`src/rtl/uart_frame_rx.sv`:
```
// Frame parser on the UART RX FIFO: hunts for SYNC, reads LEN, payload and CHK,
// then releases the buffered payload on a valid/ready stream if the XOR checksum matches.
module uart_frame_rx #(
   parameter int unsigned      DBITS       = 16,
   parameter int unsigned      MAX_LEN     = 32,
   parameter int unsigned      LEN_BITS    = 6,
   parameter logic [DBITS-1:0] SYNC_WORD   = 16'hA55A,
   parameter int unsigned      TIMEOUT_CYC = 100000,
   parameter int unsigned      TO_BITS     = 17
) (
   input  logic             clk_100MHz,
   input  logic             reset_n,
   input  logic             rx_empty,
   input  logic [DBITS-1:0] read_data,
   output logic             read_uart,
   output logic             out_valid,
   input  logic             out_ready,
   output logic [DBITS-1:0] out_data,
   output logic             out_last,
   output logic             frame_ok,
   output logic             frame_err,
   output logic [1:0]       err_code,
   output logic [15:0]      frame_count,
   output logic             busy
);

   localparam int unsigned AW = (MAX_LEN > 1) ? $clog2(MAX_LEN) : 1;
   localparam logic [LEN_BITS-1:0] LenOne = LEN_BITS'(1);
   localparam logic [TO_BITS-1:0]  ToOne  = TO_BITS'(1);
   localparam logic [TO_BITS-1:0]  ToLast = TO_BITS'(TIMEOUT_CYC - 1);

   typedef enum logic [2:0] {StHunt, StLen, StPay, StChk, StOut} state_e;

   state_e              state_q, state_d;
   logic [LEN_BITS-1:0] len_q, len_d;
   logic [LEN_BITS-1:0] idx_q, idx_d;
   logic [LEN_BITS-1:0] rptr_q, rptr_d;
   logic [DBITS-1:0]    chk_q, chk_d;
   logic [TO_BITS-1:0]  to_q, to_d;
   logic [1:0]          code_q, code_d;
   logic [15:0]         cnt_q, cnt_d;
   logic                ok_q, ok_d;
   logic                err_q, err_d;
   logic                wr_en;
   logic                len_ok;
   logic                rd_last;

   logic [DBITS-1:0] pay_mem [MAX_LEN];

   // Gated by reset so every output reads zero while reset is held.
   assign read_uart   = reset_n & ~rx_empty & (state_q != StOut);
   assign out_valid   = (state_q == StOut);
   assign rd_last     = (rptr_q == len_q - LenOne);
   assign out_last    = out_valid & rd_last;
   assign out_data    = out_valid ? pay_mem[rptr_q[AW-1:0]] : '0;
   assign frame_ok    = ok_q;
   assign frame_err   = err_q;
   assign err_code    = code_q;
   assign frame_count = cnt_q;
   assign busy        = (state_q != StHunt);

   always_comb begin
      state_d = state_q;
      len_d   = len_q;
      idx_d   = idx_q;
      rptr_d  = rptr_q;
      chk_d   = chk_q;
      to_d    = to_q;
      code_d  = code_q;
      cnt_d   = cnt_q;
      ok_d    = 1'b0;
      err_d   = 1'b0;
      wr_en   = 1'b0;
      len_ok  = (read_data != '0) && (read_data <= DBITS'(MAX_LEN));

      // Inactivity watchdog; any pop below overrides it since a pop implies FIFO non-empty.
      if (state_q == StLen || state_q == StPay || state_q == StChk) begin
         if (read_uart) begin
            to_d = '0;
         end else if (to_q == ToLast) begin
            state_d = StHunt;
            err_d   = 1'b1;
            code_d  = 2'd3;
            to_d    = '0;
         end else begin
            to_d = to_q + ToOne;
         end
      end

      unique case (state_q)
         StHunt: begin
            if (read_uart && read_data == SYNC_WORD) begin
               state_d = StLen;
               to_d    = '0;
            end
         end
         StLen: begin
            if (read_uart) begin
               if (len_ok) begin
                  len_d   = read_data[LEN_BITS-1:0];
                  chk_d   = read_data;
                  idx_d   = '0;
                  state_d = StPay;
               end else begin
                  state_d = StHunt;
                  err_d   = 1'b1;
                  code_d  = 2'd1;
               end
            end
         end
         StPay: begin
            if (read_uart) begin
               wr_en = 1'b1;
               chk_d = chk_q ^ read_data;
               idx_d = idx_q + LenOne;
               if (idx_q == len_q - LenOne) state_d = StChk;
            end
         end
         StChk: begin
            if (read_uart) begin
               if (read_data == chk_q) begin
                  state_d = StOut;
                  ok_d    = 1'b1;
                  rptr_d  = '0;
                  if (cnt_q != 16'hFFFF) cnt_d = cnt_q + 16'd1;
               end else begin
                  state_d = StHunt;
                  err_d   = 1'b1;
                  code_d  = 2'd2;
               end
            end
         end
         StOut: begin
            if (out_ready) begin
               rptr_d = rptr_q + LenOne;
               if (rd_last) state_d = StHunt;
            end
         end
         default: state_d = StHunt;
      endcase
   end

   always_ff @(posedge clk_100MHz or negedge reset_n) begin
      if (!reset_n) begin
         state_q <= StHunt;
         len_q   <= '0;
         idx_q   <= '0;
         rptr_q  <= '0;
         chk_q   <= '0;
         to_q    <= '0;
         code_q  <= '0;
         cnt_q   <= '0;
         ok_q    <= 1'b0;
         err_q   <= 1'b0;
      end else begin
         state_q <= state_d;
         len_q   <= len_d;
         idx_q   <= idx_d;
         rptr_q  <= rptr_d;
         chk_q   <= chk_d;
         to_q    <= to_d;
         code_q  <= code_d;
         cnt_q   <= cnt_d;
         ok_q    <= ok_d;
         err_q   <= err_d;
      end
   end

   always_ff @(posedge clk_100MHz) begin
      if (wr_en) pay_mem[idx_q[AW-1:0]] <= read_data;
   end

endmodule

```
`config.mk`:
```
export PLATFORM = sky130hd
export DESIGN_NAME = uart_frame_rx
export DESIGN_NICKNAME = d
export VERILOG_FILES = /design/src/rtl/uart_frame_rx.sv
export SDC_FILE = /design/constraint.sdc
export NUM_CORES = 1
export LEC_CHECK = 0
export BUFFER_PORTS_ARGS = -buffer_cell sky130_fd_sc_hd__buf_2
export CAP_MARGIN = 30
export CORE_UTILIZATION = 40
export CTS_BUF_LIST = sky130_fd_sc_hd__clkbuf_4 sky130_fd_sc_hd__clkbuf_8
export DETAILED_ROUTE_END_ITERATION = 8
export HOLD_SLACK_MARGIN = 0.08
export PLACE_DENSITY_LB_ADDON = 0.2
export SLEW_MARGIN = 40
export SYNTH_ARGS = -nofsm -noshare
export SYNTH_HDL_FRONTEND = slang
export SYNTH_SLANG_ARGS = --single-unit
```
`constraint.sdc`:
```
create_clock -name clk_100MHz -period 3 [get_ports clk_100MHz]
set_input_delay 0.6 -clock clk_100MHz [delete_from_list [all_inputs] [get_ports clk_100MHz]]
set_output_delay 0.6 -clock clk_100MHz [all_outputs]
set_load 0.1 [all_outputs]
```
# Word level (Yosys, flattened, before mapping)
# Memories as Yosys holds them, arrays and structs flattened.
# Index checks and enable logic that the tools add are counted.
# classes
add_sub_neg,5
n_eq_ne,17
magnitude_cmp,1
bitwise,5
reduce_logical,13
n_mux,54
# op_table
op,n
17-bit 2-to-1 mux,5
16-bit 2-to-1 mux,4
6-bit 2-to-1 mux,6
3-bit 2-to-1 mux,11
16-bit one-hot mux with 2 select lines,1
6-bit one-hot mux with 2 select lines,2
"17-bit by 1-bit adder with 17-bit output, second input constant",1
"17-bit equality test, second input constant",1
"16-bit by 1-bit adder with 16-bit output, second input constant",1
16-bit equality test,1
"16-bit equality test, second input constant",1
"16-bit by 6-bit <= comparator with 1-bit output, second input constant",1
2-bit 2-to-1 mux,8
"16-bit != test, second input constant",1
16-bit nonzero test,1
16-bit bitwise XOR,1
3-bit one-hot mux with 5 select lines,1
1-bit 2-to-1 mux,14
"6-bit by 1-bit adder with 6-bit output, second input constant",2
6-bit equality test,2
4-bit AND reduction,3
"2-bit != test, second input constant",4
"3-bit by 2-bit equality test with 1-bit output, second input constant",2
"6-bit by 1-bit subtractor with 6-bit output, second input constant",1
other kinds (14),20
# totals
in_bits,20
mem_count,1
ram_bits,512
register_bits,74
elab_cells,106
output_inout_bits,40
# mem_list
name,depth,word_bits,rd,rd_clocked_by_memory_dff,write_ports,line_no,rtl
pay_mem,32,16,1,0,1,48,logic [DBITS-1:0] pay_mem [MAX_LEN];

# Logic depth before layout (Yosys ltp)
# logic_depth
depth_word,8
ltp_mapped,9
depth_no_buf,8

# Worst setup path before layout
# Ideal clock, no wire load.
# synth_path
path_kind,register -> output
start,reg rptr_q[1]
end,out out_data[2]
path_slack_ps,-3779
t_arrival_ps,6179
n_path_buf,3
stages_incl_launch_ff,7
path_cell_list,dfrtp_1 -> clkbuf_1 -> buf_1 -> clkbuf_1 -> mux4_2 -> mux2i_1 -> a2111oi_0
# synth_via
elab_chain_len,2
# synth_lines
element,line_no,rtl
start: declaration,37,"logic [LEN_BITS-1:0] rptr_q, rptr_d;"
start signal: assignment,159,rptr_q <= rptr_d;
memory 32 x 16 bit,n/a,
16-bit 2-to-1 mux,55,assign out_data = out_valid ? pay_mem[rptr_q[AW-1:0]] : '0;
end: declaration,18,"output logic [DBITS-1:0] out_data,"
# Every way passes these cells.

# Final worst setup path
# layout_path
start,reg rptr_q[0]
end,out out_data[2]
# Same word-level chain as after synthesis.

==> out/qor.json <==
{
  "outcome": {"value": "complete, but fails checks"},
  "failed_checks": {"value": "negative setup slack"},
  "r2r_start": {"value": "state_q[2]"},
  "clk_pin_slew": {"value": 70, "unit": "ps"},
  "place_congestion": {"value": 0.782},
  "crit_fanout": {"value": 12},
  "yosysSeqAreaShare": {"value": 0.729},
  "pre_cts_ws": {"value": -15.4, "unit": "ps"},
  "number_of_synthesized_flops_with_an_enable_pin": {"value": 512},
  "number_of_antenna_violations_at_the_first_check_in_global_routing": {"value": 1},
  "fp-row-count": {"value": 88},
  "ys.warnings.count": {"value": 0},
  "worst_ep_arrival_time": {"value": 2920, "unit": "ps"},
  "yosys-top-cells-area": {"value": "sky130_fd_sc_hd__edfxtp_1 65%, sky130_fd_sc_hd__mux4_2 12%, sky130_fd_sc_hd__dfrtp_1 7.8%, sky130_fd_sc_hd__xor2_1 1.9%, sky130_fd_sc_hd__mux2_2 1.7%"},
  "postSynthCellCount": {"value": 1259},
  "tritoncts.num_buffers": {"value": 96},
  "globalRoute.totalOverflow": {"value": 0},
  "normalized_max_slew_margin": {"value": 0.607},
  "first_iter_violations": {"value": 977},
  "final-setup-viol-count": {"value": 17},
  "postSynthNetCount": {"value": 1287},
  "clock_skew": {"value": 28.3, "unit": "ps"},
  "syn_to_final_growth": {"value": 20.6, "unit": "%"},
  "place.port_buffers": {"value": 59},
  "hold_ws": {"value": 282, "unit": "ps"},
  "pwr_density_cell": {"value": 793, "unit": "nW/µm²"},
  "worstMarginPinSlew": {"value": 589, "unit": "ps"},
  "clock_path_buffers": {"value": 3},
  "die_height": {"value": 245, "unit": "µm"},
  "final_nets": {"value": 1527},
  "post-layout-total-power": {"value": 22.6, "unit": "mW"},
  "netlist-cell-type-count": {"value": 51},
  "placed_cells": {"value": 2135},
  "timing_max_transition_violations_final": {"value": 0},
  "tritoncts": {"value": "built"},
  "final_antenna_net_count": {"value": 0},
  "synth_area": {"value": 23600, "unit": "µm²"},
  "maximum_number_of_pins_on_one_net_before_global_route_repair": {"value": 37},
  "maxClockFrequency": {"value": 284, "unit": "MHz"},
  "synthFlopType": {"value": "sky130_fd_sc_hd__edfxtp_1"},
  "drc_errors": {"value": 0},
  "setup_repair_after_global_routing_missed_its_margin": {"value": "yes"},
  "critical_path.endpoint_type": {"value": "output pin"},
  "worstSetupStartpoint": {"value": "rptr_q[0]"},
  "grt.total_usage": {"value": 0.201},
  "drv.max_cap_violation_count": {"value": 0},
  "initial_utilization": {"value": 0.407},
  "cts.sinks": {"value": 586},
  "timing.final.crit_share": {"value": 1.17},
  "vdd_ir_drop_max": {"value": 701, "unit": "µV"},
  "count_of_cells_along_the_worst_register_to_register_path": {"value": 5},
  "yosysTopAreaCellShare": {"value": 0.651},
  "drt_wl_total": {"value": 58700, "unit": "µm"},
  "floorplan.die.width": {"value": 245, "unit": "µm"},
  "post_drt_wl_per_cell": {"value": 25.1, "unit": "µm"},
  "worst-r2r-setup-slack": {"value": 690, "unit": "ps"},
  "detailroute.via_count": {"value": 12700},
  "dpl_hpwl": {"value": 35500, "unit": "µm"},
  "dominant_cell_type_by_area_after_synthesis": {"value": "sky130_fd_sc_hd__edfxtp_1"},
  "cts_root_buf": {"value": "sky130_fd_sc_hd__clkbuf_8"},
  "vias_per_std_cell": {"value": 5.44},
  "final_non_filler_cell_total": {"value": 2337},
  "combined_area_of_the_multi_input_logic_cells": {"value": 6460, "unit": "µm²"},
  "cts.htree.levels": {"value": 3},
  "crit_path_start_kind": {"value": "flop"},
  "rr_endpoint": {"value": "pay_mem[13][5]"},
  "grt_first_pass_wirelength": {"value": 86900, "unit": "µm"},
  "core": {"value": 58000, "unit": "µm²"},
  "worst_hold_path_type": {"value": "in -> reg"},
  "layout.filler_cells": {"value": 4801},
  "hold_start": {"value": "read_data[3]"},
  "ios": {"value": 60},
  "layout_setup_ws": {"value": -523, "unit": "ps"},
  "first_global_vias": {"value": 13500},
  "detail_route.first_pass.iterations": {"value": 5},
  "clock_insertion_delay_worst_skew": {"value": 700, "unit": "ps"},
  "post_route_cells_drive_above_1_share": {"value": 0.367},
  "timing.critical_path.to": {"value": "out_data[2]"},
  "die_area": {"value": 60000, "unit": "µm²"},
  "ys_ff_latch": {"value": 586},
  "post-route-min-period": {"value": 3520, "unit": "ps"},
  "async_reset_ff_frac": {"value": 0.126},
  "hold_viol": {"value": 0},
  "totalNegativeSetupSlack": {"value": -7090, "unit": "ps"},
  "crit_required": {"value": 2400, "unit": "ps"},
  "p_leak": {"value": 9.63, "unit": "nW"},
  "worstSetupPathType": {"value": "reg -> out"},
  "postSynthAreaPerCell": {"value": 18.8, "unit": "µm²"},
  "seqCellArea": {"value": 17200, "unit": "µm²"}
}
## synthesized netlist by cell type (all sizes together) (2+ instances only)
| master | instances |
|---|---|
| or3b | 2 |
| nor4 | 11 |
| dfrtp | 74 |
| and4 | 5 |
| mux4 | 128 |
| nor3 | 33 |
| buf | 30 |
| nor3b | 2 |
| a311oi | 6 |
| edfxtp | 512 |
| a22o | 15 |
| or4 | 3 |
| nand3 | 18 |
| clkbuf | 33 |
| mux2 | 36 |
| nand2b | 3 |
| and2 | 4 |
| a21oi | 10 |
| o21ai | 14 |
| nor2b | 2 |
| nand4 | 13 |
| mux2i | 32 |
| inv | 9 |
| nand2 | 49 |
| or3 | 7 |
| xor2 | 50 |
| a31oi | 2 |
| or2 | 2 |
| nand3b | 4 |
| xnor2 | 28 |
| o22ai | 16 |
| nor2 | 82 |
| and3 | 5 |
| ha | 8 |
## metal layers
layer  part of all wire  wire length (µm)  GRT usage  up-vias
met4              0.019              1130     0.0603        0
met3              0.057              3360     0.0411       94
li1                   -                 -          -     5535
met2               0.49             28900      0.324      366
met1               0.43             25300      0.274     6726
met5                  0                 0          0        -
## cell usage in the layout (no fill, tap or decap), types with 10 or more instances in the layout
master                     synthesis  final
sky130_fd_sc_hd__nand4_1          13     13
sky130_fd_sc_hd__clkbuf_4          0     29
sky130_fd_sc_hd__clkinv_1          0     22
sky130_fd_sc_hd__xor2_1           50     50
sky130_fd_sc_hd__nor3_1           31     15
sky130_fd_sc_hd__mux4_2          128    128
sky130_fd_sc_hd__o21ai_0          13     12
sky130_fd_sc_hd__o22ai_1          16     12
sky130_fd_sc_hd__clkbuf_8          0    100
sky130_fd_sc_hd__nor2_1           82     73
sky130_fd_sc_hd__buf_4             0    124
sky130_fd_sc_hd__a21oi_1          10     10
sky130_fd_sc_hd__nor3_4            0     16
sky130_fd_sc_hd__nand3_1          18     18
sky130_fd_sc_hd__buf_2            19     39
sky130_fd_sc_hd__edfxtp_1        512    512
sky130_fd_sc_hd__mux2_2           36     36
sky130_fd_sc_hd__xnor2_1          28     25
sky130_fd_sc_hd__nand2_1          49     48
sky130_fd_sc_hd__clkinv_2          0     15
sky130_fd_sc_hd__a22o_1           15     13
sky130_fd_sc_hd__buf_12            0     31
sky130_fd_sc_hd__dfrtp_1          74     70
sky130_fd_sc_hd__mux2i_1          32     29
## repair_timing
| item | CTS | global route |
|---|---|---|
| pin swaps | 11 | 7 |
| setup endpoints to repair | 19 | 19 |
| buffers inserted | 15 | 11 |
| cloned | 2 | 2 |
| endpoints found under the hold margin | 12 | 0 |
| hold buffers | 1 | 0 |
| resized for setup | 79 | 11 |
## critical path, stage by stage, from the launching register on
cell and delay, ps:
sky130_fd_sc_hd__dfrtp_4 520, sky130_fd_sc_hd__buf_12 170, sky130_fd_sc_hd__buf_12 140, sky130_fd_sc_hd__mux4_2 330
sky130_fd_sc_hd__mux2i_1 80, sky130_fd_sc_hd__nand2_1 120, sky130_fd_sc_hd__o21ai_2 80, sky130_fd_sc_hd__a2111oi_4 550
sky130_fd_sc_hd__buf_12 250
## flip-flops by register name (all words and copies together), names as in the netlist
register / count
chk_q: 16
len_q: 6
err_code: 2
rptr_q: 6
idx_q: 6
state_q: 3
frame_count: 16
to_q: 17
frame_err: 1
pay_mem: 512
frame_ok: 1
## logic make-up after synthesis
| family | synth area share |
|---|---|
| adders and majority gates | 0.00424 |
| DFF | 0.729 |
| AOI/OAI and AO/OA | 0.0199 |
| muxes | 0.153 |
| buffers and inverters | 0.0131 |
| and+or+nand+nor | 0.0518 |
| xor gates and xnor gates | 0.0289 |
## report_power, final
part	leakage, nW	internal (mW)	switching (mW)	total [mW]
sequential	5.53	8.93	0.149	9.08
combinational	3.13	3.40	3.44	6.84
clock	0.978	3.54	3.13	6.67
total	9.63	15.9	6.72	22.6
## through the flow
step / area, µm² / utilization
after global placement: 26000 / 0.447
after global routing: 28500 / 0.491
after floorplan: 23900 / -
final: 28500 / 0.491
after detailed placement: 26000 / 0.447
after CTS: 28300 / 0.488
## final cells by class
| type | count | area share |
|---|---|---|
| Clock buffer | 129 | 0.0560 |
| Sequential cell | 586 | 0.605 |
| Inverter | 9 | 0.00132 |
| Tap cell | 765 | 0.0336 |
| Multi-Input combinational cell | 601 | 0.227 |
| Antenna cell | 1 | 0.0000878 |
| Clock inverter | 41 | 0.00786 |
| Timing Repair Buffer | 205 | 0.0694 |
## worst min-delay path by stage
stage	to	slack [ps]	cells after the start
final	chk_q[3]	280	2
after global routing	pay_mem[18][12]	240	1
after CTS	chk_q[3]	230	2
after detailed placement	frame_ok	480	1
after global placement	frame_ok	470	1
after floorplan	chk_q[0]	300	0
Power figures use the tool's default switching activity.
